===== src/rtl/alu_op_issue.sv =====
// alu_op_issue: decodes an instruction's opcode/funct3/funct7 into an ALU
// operation code and issues {Operation, SrcA, SrcB} through a two-entry
// buffer. The buffer is an output register (MAIN) plus a skid register (SKID).
// Unsupported instructions are consumed without being issued. Each one
// raises a one-cycle pulse and bumps a saturating counter.
module alu_op_issue #(
  parameter int DATA_WIDTH    = 32,
  parameter int OPCODE_LENGTH = 4
) (
  input  logic                            clk,
  input  logic                            reset,
  input  logic                            in_valid,
  output logic                            in_ready,
  input  logic        [6:0]               in_opcode,
  input  logic        [2:0]               in_funct3,
  input  logic        [6:0]               in_funct7,
  input  logic signed [DATA_WIDTH-1:0]    in_srcA,
  input  logic signed [DATA_WIDTH-1:0]    in_srcB,
  output logic                            out_valid,
  input  logic                            out_ready,
  output logic        [OPCODE_LENGTH-1:0] Operation,
  output logic signed [DATA_WIDTH-1:0]    SrcA,
  output logic signed [DATA_WIDTH-1:0]    SrcB,
  output logic                            illegal_pulse,
  output logic        [7:0]               illegal_count
);

  typedef enum logic [1:0] {
    EMPTY = 2'd0,
    ONE   = 2'd1,
    TWO   = 2'd2
  } state_t;

  // Returns {legal, code}. The ALU codes are AND=0000, OR=0001, ADD=0010,
  // EQUAL=1000 and XOR=1001. When the instruction is not supported, the
  // result is all zeros with the legal bit clear.
  function automatic logic [4:0] decode_op(input logic [6:0] opc,
                                           input logic [2:0] f3,
                                           input logic [6:0] f7);
    logic [4:0] alu;
    logic [4:0] r;
    case (f3)
      3'b000:  alu = 5'b1_0010;
      3'b111:  alu = 5'b1_0000;
      3'b110:  alu = 5'b1_0001;
      3'b100:  alu = 5'b1_1001;
      default: alu = 5'b0_0000;
    endcase
    case (opc)
      7'b0110011:             r = (f7 == 7'b0000000) ? alu : 5'b0_0000;
      7'b0010011:             r = alu;
      7'b0000011, 7'b0100011: r = 5'b1_0010;
      7'b1100011:             r = (f3 == 3'b000) ? 5'b1_1000 : 5'b0_0000;
      default:                r = 5'b0_0000;
    endcase
    return r;
  endfunction

  // Counter that sticks at its maximum value instead of wrapping.
  function automatic logic [7:0] sat_inc8(input logic [7:0] c);
    return (c == 8'hFF) ? c : c + 8'd1;
  endfunction

  state_t                            state;
  logic                              legal_p0;
  logic        [3:0]                 code_p0;
  logic                              accept;
  logic                              push;
  logic                              bad;
  logic                              drain;
  logic                              skid_load;
  logic        [OPCODE_LENGTH-1:0]   main_op_p1;
  logic signed [DATA_WIDTH-1:0]      main_a_p1;
  logic signed [DATA_WIDTH-1:0]      main_b_p1;
  logic        [OPCODE_LENGTH-1:0]   skid_op_p1;
  logic signed [DATA_WIDTH-1:0]      skid_a_p1;
  logic signed [DATA_WIDTH-1:0]      skid_b_p1;

  // ---- stage p0: decode and handshake qualification ----
  assign {legal_p0, code_p0} = decode_op(in_opcode, in_funct3, in_funct7);

  // in_ready depends only on the state register, so there is no
  // combinational path from out_ready.
  assign in_ready  = (state != TWO);
  assign out_valid = (state != EMPTY);
  assign accept    = in_valid & in_ready;
  assign push      = accept & legal_p0;
  assign bad       = accept & ~legal_p0;
  assign drain     = out_valid & out_ready;
  assign skid_load = (state == ONE) & push & ~drain;

  // ---- stage p1: MAIN/SKID buffer ----
  // Buffer FSM. MAIN drives the outputs directly, and the illegal-instruction
  // bookkeeping is updated alongside it.
  always_ff @(posedge clk or negedge reset) begin
    if (!reset) begin
      state         <= EMPTY;
      main_op_p1    <= '0;
      main_a_p1     <= '0;
      main_b_p1     <= '0;
      illegal_pulse <= 1'b0;
      illegal_count <= 8'd0;
    end else begin
      illegal_pulse <= bad;
      if (bad) begin
        illegal_count <= sat_inc8(illegal_count);
      end
      case (state)
        EMPTY: begin
          if (push) begin
            main_op_p1 <= OPCODE_LENGTH'(code_p0);
            main_a_p1  <= in_srcA;
            main_b_p1  <= in_srcB;
            state      <= ONE;
          end
        end
        ONE: begin
          if (push) begin
            if (drain) begin
              main_op_p1 <= OPCODE_LENGTH'(code_p0);
              main_a_p1  <= in_srcA;
              main_b_p1  <= in_srcB;
            end else begin
              state <= TWO;
            end
          end else if (drain) begin
            state <= EMPTY;
          end
        end
        TWO: begin
          if (drain) begin
            main_op_p1 <= skid_op_p1;
            main_a_p1  <= skid_a_p1;
            main_b_p1  <= skid_b_p1;
            state      <= ONE;
          end
        end
        default: state <= EMPTY;
      endcase
    end
  end

  // SKID is data only. It is written when a second entry arrives while
  // MAIN is stalled, and it is read only in state TWO.
  always_ff @(posedge clk) begin
    if (skid_load) begin
      skid_op_p1 <= OPCODE_LENGTH'(code_p0);
      skid_a_p1  <= in_srcA;
      skid_b_p1  <= in_srcB;
    end
  end

  assign Operation = main_op_p1;
  assign SrcA      = main_a_p1;
  assign SrcB      = main_b_p1;

endmodule


===== config.mk =====
export PLATFORM = sky130hd
export DESIGN_NAME = alu_op_issue
export DESIGN_NICKNAME = d
export VERILOG_FILES = /design/src/rtl/alu_op_issue.sv
export SDC_FILE = /design/constraint.sdc
export NUM_CORES = 1
export LEC_CHECK = 0
export ABC_AREA = 1
export CORE_ASPECT_RATIO = 0.9
export CORE_MARGIN = 8
export CORE_UTILIZATION = 46
export CTS_BUF_LIST = sky130_fd_sc_hd__clkbuf_4 sky130_fd_sc_hd__clkbuf_8
export DETAILED_ROUTE_END_ITERATION = 8
export HOLD_SLACK_MARGIN = 0.08
export PLACE_DENSITY = 0.75
export REMOVE_ABC_BUFFERS = 1
export SYNTH_ARGS = -nofsm -noshare
export SYNTH_HDL_FRONTEND = slang
export SYNTH_SLANG_ARGS = --single-unit

===== constraint.sdc =====
create_clock -name clk -period 6.05 [get_ports clk]
set_input_delay 0.9075 -clock clk [delete_from_list [all_inputs] [get_ports clk]]
set_output_delay 0.9075 -clock clk [all_outputs]
set_load 0.1 [all_outputs]

### Yosys cells after proc, flatten, opt, wreduce, memory -nomap -nowiden

Cells that the tools add are included.

* register bits after elaboration: 147
* output and inout bits: 79
* logic and storage cells: 71

* add/subtract/negate cells: 1
* eq/ne operators: 18
* multiplexer cells: 25
* bitwise operators: 9
* reduce and logical (&&, ||, !) cells: 9

Operator list (count)
* $mux 32: 8
* $pmux 32 s3: 2
* $pmux 5 s4: 2
* $mux 4: 4
* $eq 7x6->1 const B: 2
* $pmux 4 s3: 1
* $mux 2: 5
* $mux 5: 2
* $ne 2x2->1 const B: 5
* $eq 3x3->1 const B: 3
* $add 8x1->8 const B: 1
* $eq 8x8->1 const B: 1
* $eq 7x2->1 const B: 1
* $eq 7x5->1 const B: 1
* $eq 7x7->1 const B: 1
* $logic_not 7->1: 1
* $and 1x1->1: 6
* $ne 3x3->1 const B: 2
* $pmux 2 s3: 1
* $reduce_and 5->1: 1
* $reduce_and 4->1: 1
* $logic_not 3->1: 1
* $not 1->1: 3
* $reduce_bool 3->1: 1
* other kinds (6): 6

### Logic depth before layout (Yosys ltp)

* depth in word-level cells: 7
* depth in mapped cells: 13

### Least setup slack after synthesis

Ideal clock, no wire load.

* path type: input-to-reg
* from: in in_funct7[5]
* to: reg skid_a_p1[0] (enable)
* setup time: 0.492 ns
* arrival: 4.312 ns
* setup slack: 1.246 ns
* cell stages on the path: 7
* path buffers: 0
* path through: nor2_1 > nand2_1 > nor2_1 > nand3_1 > nand3_2 > nand2_2 > nor2_1

* longest elaborated chain between the ends: 6

Ends and longest elaborated chain
* start, declared: RTL line 16 `input logic [6:0] in_funct7,`
* $logic_not 7->1: RTL line 50 `7'b0110011: r = (f7 == 7'b0000000) ? alu : 5'b0_0000;`
* $mux 5: RTL line 50
* $pmux 5 s4: RTL line 49 `case (opc)`
* $and 1x1->1: RTL line 87 `assign push = accept & legal_p0;`
* $and 1x1->1 (2 in series): RTL line 90 `assign skid_load = (state == ONE) & push & ~drain;`
* named net skid_load: RTL line 71 `logic skid_load;`
* end signal, assigned: RTL line 148 `skid_a_p1 <= in_srcA;`
* end, declared: RTL line 76 `logic signed [DATA_WIDTH-1:0] skid_a_p1;`

The timed path passes the listed nets, and every way through them passes these cells.
A chain may end at the register's enable or synchronous reset.

### Final worst setup path

* from: in in_opcode[6]
* to: reg main_a_p1[9], in the netlist SrcA[9]

* longest elaborated chain between the ends: 6
* elaborated cells on any way between the ends: 11
* those cells by class: 7 x eq/ne; 1 x mux; 1 x bitwise; 2 x reduce/logical

Ends and longest elaborated chain
* start, declared: RTL line 14 `input logic [6:0] in_opcode,`
* $eq 7x2->1 / $eq 7x6->1 (equally long branches): RTL line 49
* $reduce_or 2->1: RTL line 49
* $pmux 5 s4 (*): RTL line 49
* $and 1x1->1 (*): RTL line 87
* $ne 2x2->1 (no line)
* $reduce_and 5->1 (no line) (*)
* end signal, assigned: RTL line 112 `main_a_p1 <= in_srcA;`
* end signal, assigned: RTL line 121 `main_a_p1 <= in_srcA;`
* end signal, assigned: RTL line 133 `main_a_p1 <= skid_a_p1;`
* end, declared: RTL line 73 `logic signed [DATA_WIDTH-1:0] main_a_p1;`

Mark *: on every way between the ends. The rest lies on a longest branch, timed or not.

==> run summary <==
Post-Synth XOR/XNOR Area: 0.834%
GR Util met3: 6.85%
fin crit share: 59.6%
RSZ-0062 raised after global routing: no
Clk Tree Root Cell: clkbuf_8
Max Fanout on Critical Path: 68
syn avg cell area: 9.05 sq um
Tmin final: 3.61 ns
top_reg_cell synth: dfrtp_1
Area Growth Syn to Fin: 33.7%
Synth Cell Area: 6300 sq um
Vias/cell: 5.01
die width: 139 um
fmax: 0.277 GHz
slowest stage delay, CP: 0.93 ns
reg2reg setup slack: 2.66 ns
Core Box Area: 13,400 sq um
Comb pwr share: 40.5%
clock group share of total power: 24.0%
Worst R2R End: SrcA[9]
CTS tree: built
Adder-Cell Fraction of Synth Area: 0.199%
Critical Path RT: 6.38 ns
Synth Instances: 696
cts hold-fix bufs: 0
first-pass GRT wire length: 26.6 mm
Switching Fraction: 44.3%
drc violations: 0
post-synth top area cell: edfxtp_1
share of cells above drive strength 1: 5.48%
Die Ht: 127 um
synth unique cells: 27
VDD IR max: 0.292 mV
Tightest Pin Transition: 1.27 ns
CTS resizes: 0
vias in the first global route: 5,227
launch point of the worst reg-to-reg path: state[1]
final setup fails: 0
Longest Clk Path Bufs: 2
largest family of logic cells by synthesized area: simple AND/OR/NAND/NOR gates
Post-CTS Setup Inserts: 0
drt first-iter violations: 485
fin area: 8420 sq um
hold-critical path depth: 2
Post-synth EDFFs: 67
number of max-cap violations: 0
setup tns final: 0 ns
CTS Buf Count: 17
GP Congestion: 0.818
critical setup path kind: primary input to flip-flop
DR vias: 5,136
initial antenna violation count: 1
overall routing resource usage: 18.7%
FP Rows: 40
Psw: 1.56 mW
ys async rst share: 53.8%
full die area: 17,700 sq um
Hold Path Sink: SrcA[31]
CTS H-Tree Depth: 4
count leader, synth: nand2_1
Ys Warns: 0
Synth area leaders: edfxtp_1 32%, dfrtp_1 31%, nand2_1 21%
largest net degree at the start of global routing: 79
Yosys reg bits: 145
Slew Limit Fails: 0
total leakage power: 3.81 nW
drt pass-1 iters: 4
GRT busiest layer: met2
data arrival time of the worst path: 3.93 ns
Fin Clk Skew: 0.00838 ns
global route overflow: 0
power per cell area: 418 nW/um^2
Worst-path clk slew: 0.07 ns
NumNets Final: 931
mux share of post-synthesis cell area: 0%
Clk Latency, worst-skew pair: 0.45 ns
slew margin rel.: 14.9%
Synth Area in Compound Gates: 1.03%
Crit-path slowest cell: nand2_2
Ports: 164
M2 GR Usage: 29.5%
Cell Chain, Critical Path: clkdlybuf4s50_1 -> inv_1 -> nand3_1 -> nor2_2 -> nand3_1 -> nand3_2 -> nand2_2 -> nand2_4 -> nand2_2 -> nand2_1 -> nand2_1
Commonest cells post-synth: 354 x nand2_1, 86 x nand3_1, 78 x dfrtp_1
CTS sink cnt: 145
Initial Utilization: 47.1%
n_diodes: 0
total routed wirelength: 16.3 mm
area post-placement: 7980 sq um
cells on worst reg2reg path: 8
met1 Use GR: 24.0%
post-synthesis sequential area ratio: 62.9%
Port Buffer Count: 162
Hold Path Origin: SrcA[31]
area share of the largest cell type after synthesis: 31.9%
Hold/Removal Path Class: flip-flop to flip-flop
Internal: 1.96 mW
sequential share of power: 35.6%
final hold vios: 0
CP Launch Type: primary input
WL/cell: 15.9 um
status: completed
hpwl dp: 11.1 mm
critical path endpoint category: flip-flop
Post-Synth Simple-Gate Area: 30.3%
ANT nets after route: 0
per-layer routing:
metal	routed length [um]	part of all wire, %
met5	9	0.055
met4	131	0.80
met3	1360	8.3
met2	7510	46
met1	7310	45
worst max-delay path: cells and delay by family:
kind                   cells  cell delay, ns
buffers and inverters      2            0.58
and+or+nand+nor            9            2.41
cell families after synthesis:
| family | Yosys count |
|---|---|
| other | 1 |
| XOR/XNOR | 6 |
| AND/OR/NAND/NOR | 469 |
| buffers and inverters | 62 |
| adder cells (fa/ha/maj) | 1 |
| flip-flops | 145 |
| AO/OA/AOI/OAI | 12 |
sequential cells by signal, summed over array words and instances (netlist names):
register / flops
SrcA: 32
Operation: 3
SrcB: 32
skid_op_p1: 3
illegal_pulse: 1
state: 2
illegal_count: 8
skid_b_p1: 32
skid_a_p1: 32
worst max-delay path by stage:
stage            startpoint            to  slack (ns)  cells past startpoint
2_1_floorplan  in_funct7[5]  skid_a_p1[0]        1.24                      7
3_3_place_gp   in_opcode[5]      SrcA[29]        2.10                     12
3_5_place_dp   in_opcode[1]      SrcA[18]        1.97                     12
4_1_cts            state[1]      in_ready        2.42                      4
5_1_grt        in_opcode[6]       SrcA[8]        2.16                     11
6_report       in_opcode[6]       SrcA[9]        2.44                     11
cells in the final DEF (no fill, tap or decap), types with 2 or more instances in the layout:
master,count
bufinv_16,5
o21ai_0,9
clkinv_2,2
buf_4,6
xor2_1,2
nand2_1,354
inv_2,2
nor2_1,17
clkdlybuf4s50_1,161
nand3_1,86
clkinvlp_4,3
edfxtp_1,67
clkinv_1,2
nand2_2,2
nor2_4,2
clkbuf_4,2
nor3_1,2
clkbuf_8,17
inv_1,23
xnor2_1,4
dfrtp_1,78
nor2_2,2
power by group through the flow:
stage               clock [mW]  sequential [mW]  combinational (mW)
CTS                      0.865             1.25                1.44
floorplan                    0             2.15               0.142
global route             0.908             1.27                1.48
finish                   0.844             1.25                1.43
detailed placement           0             1.27                1.43
global placement             0             1.27                1.42
stage by stage:
stage / power [mW] / worst slack (ns) / instances / util [%] / hold slack, ns
finish: 3.52 / 2.44 / 1025 / 63.0 / 0.472
global placement: 2.69 / 2.10 / 994 / 59.7 / 0.454
global route: 3.66 / 2.16 / 1025 / 63.0 / 0.494
CTS: 3.56 / 2.42 / 1025 / 63.0 / 0.478
floorplan: 2.30 / 1.24 / 659 / - / 0.546
detailed placement: 2.70 / 1.97 / 994 / 59.7 / 0.458
layout make-up:
type | instances | area [sq um]
flip-flops and latches | 145 | 3960
well taps | 168 | 210
clock inverters | 12 | 190
clock buffers | 19 | 249
repair buffers | 167 | 1660
inverters | 25 | 93.8
fillers | 1119 | 4940
multi-input cells | 489 | 2060
(Power assumes the default switching activity.)
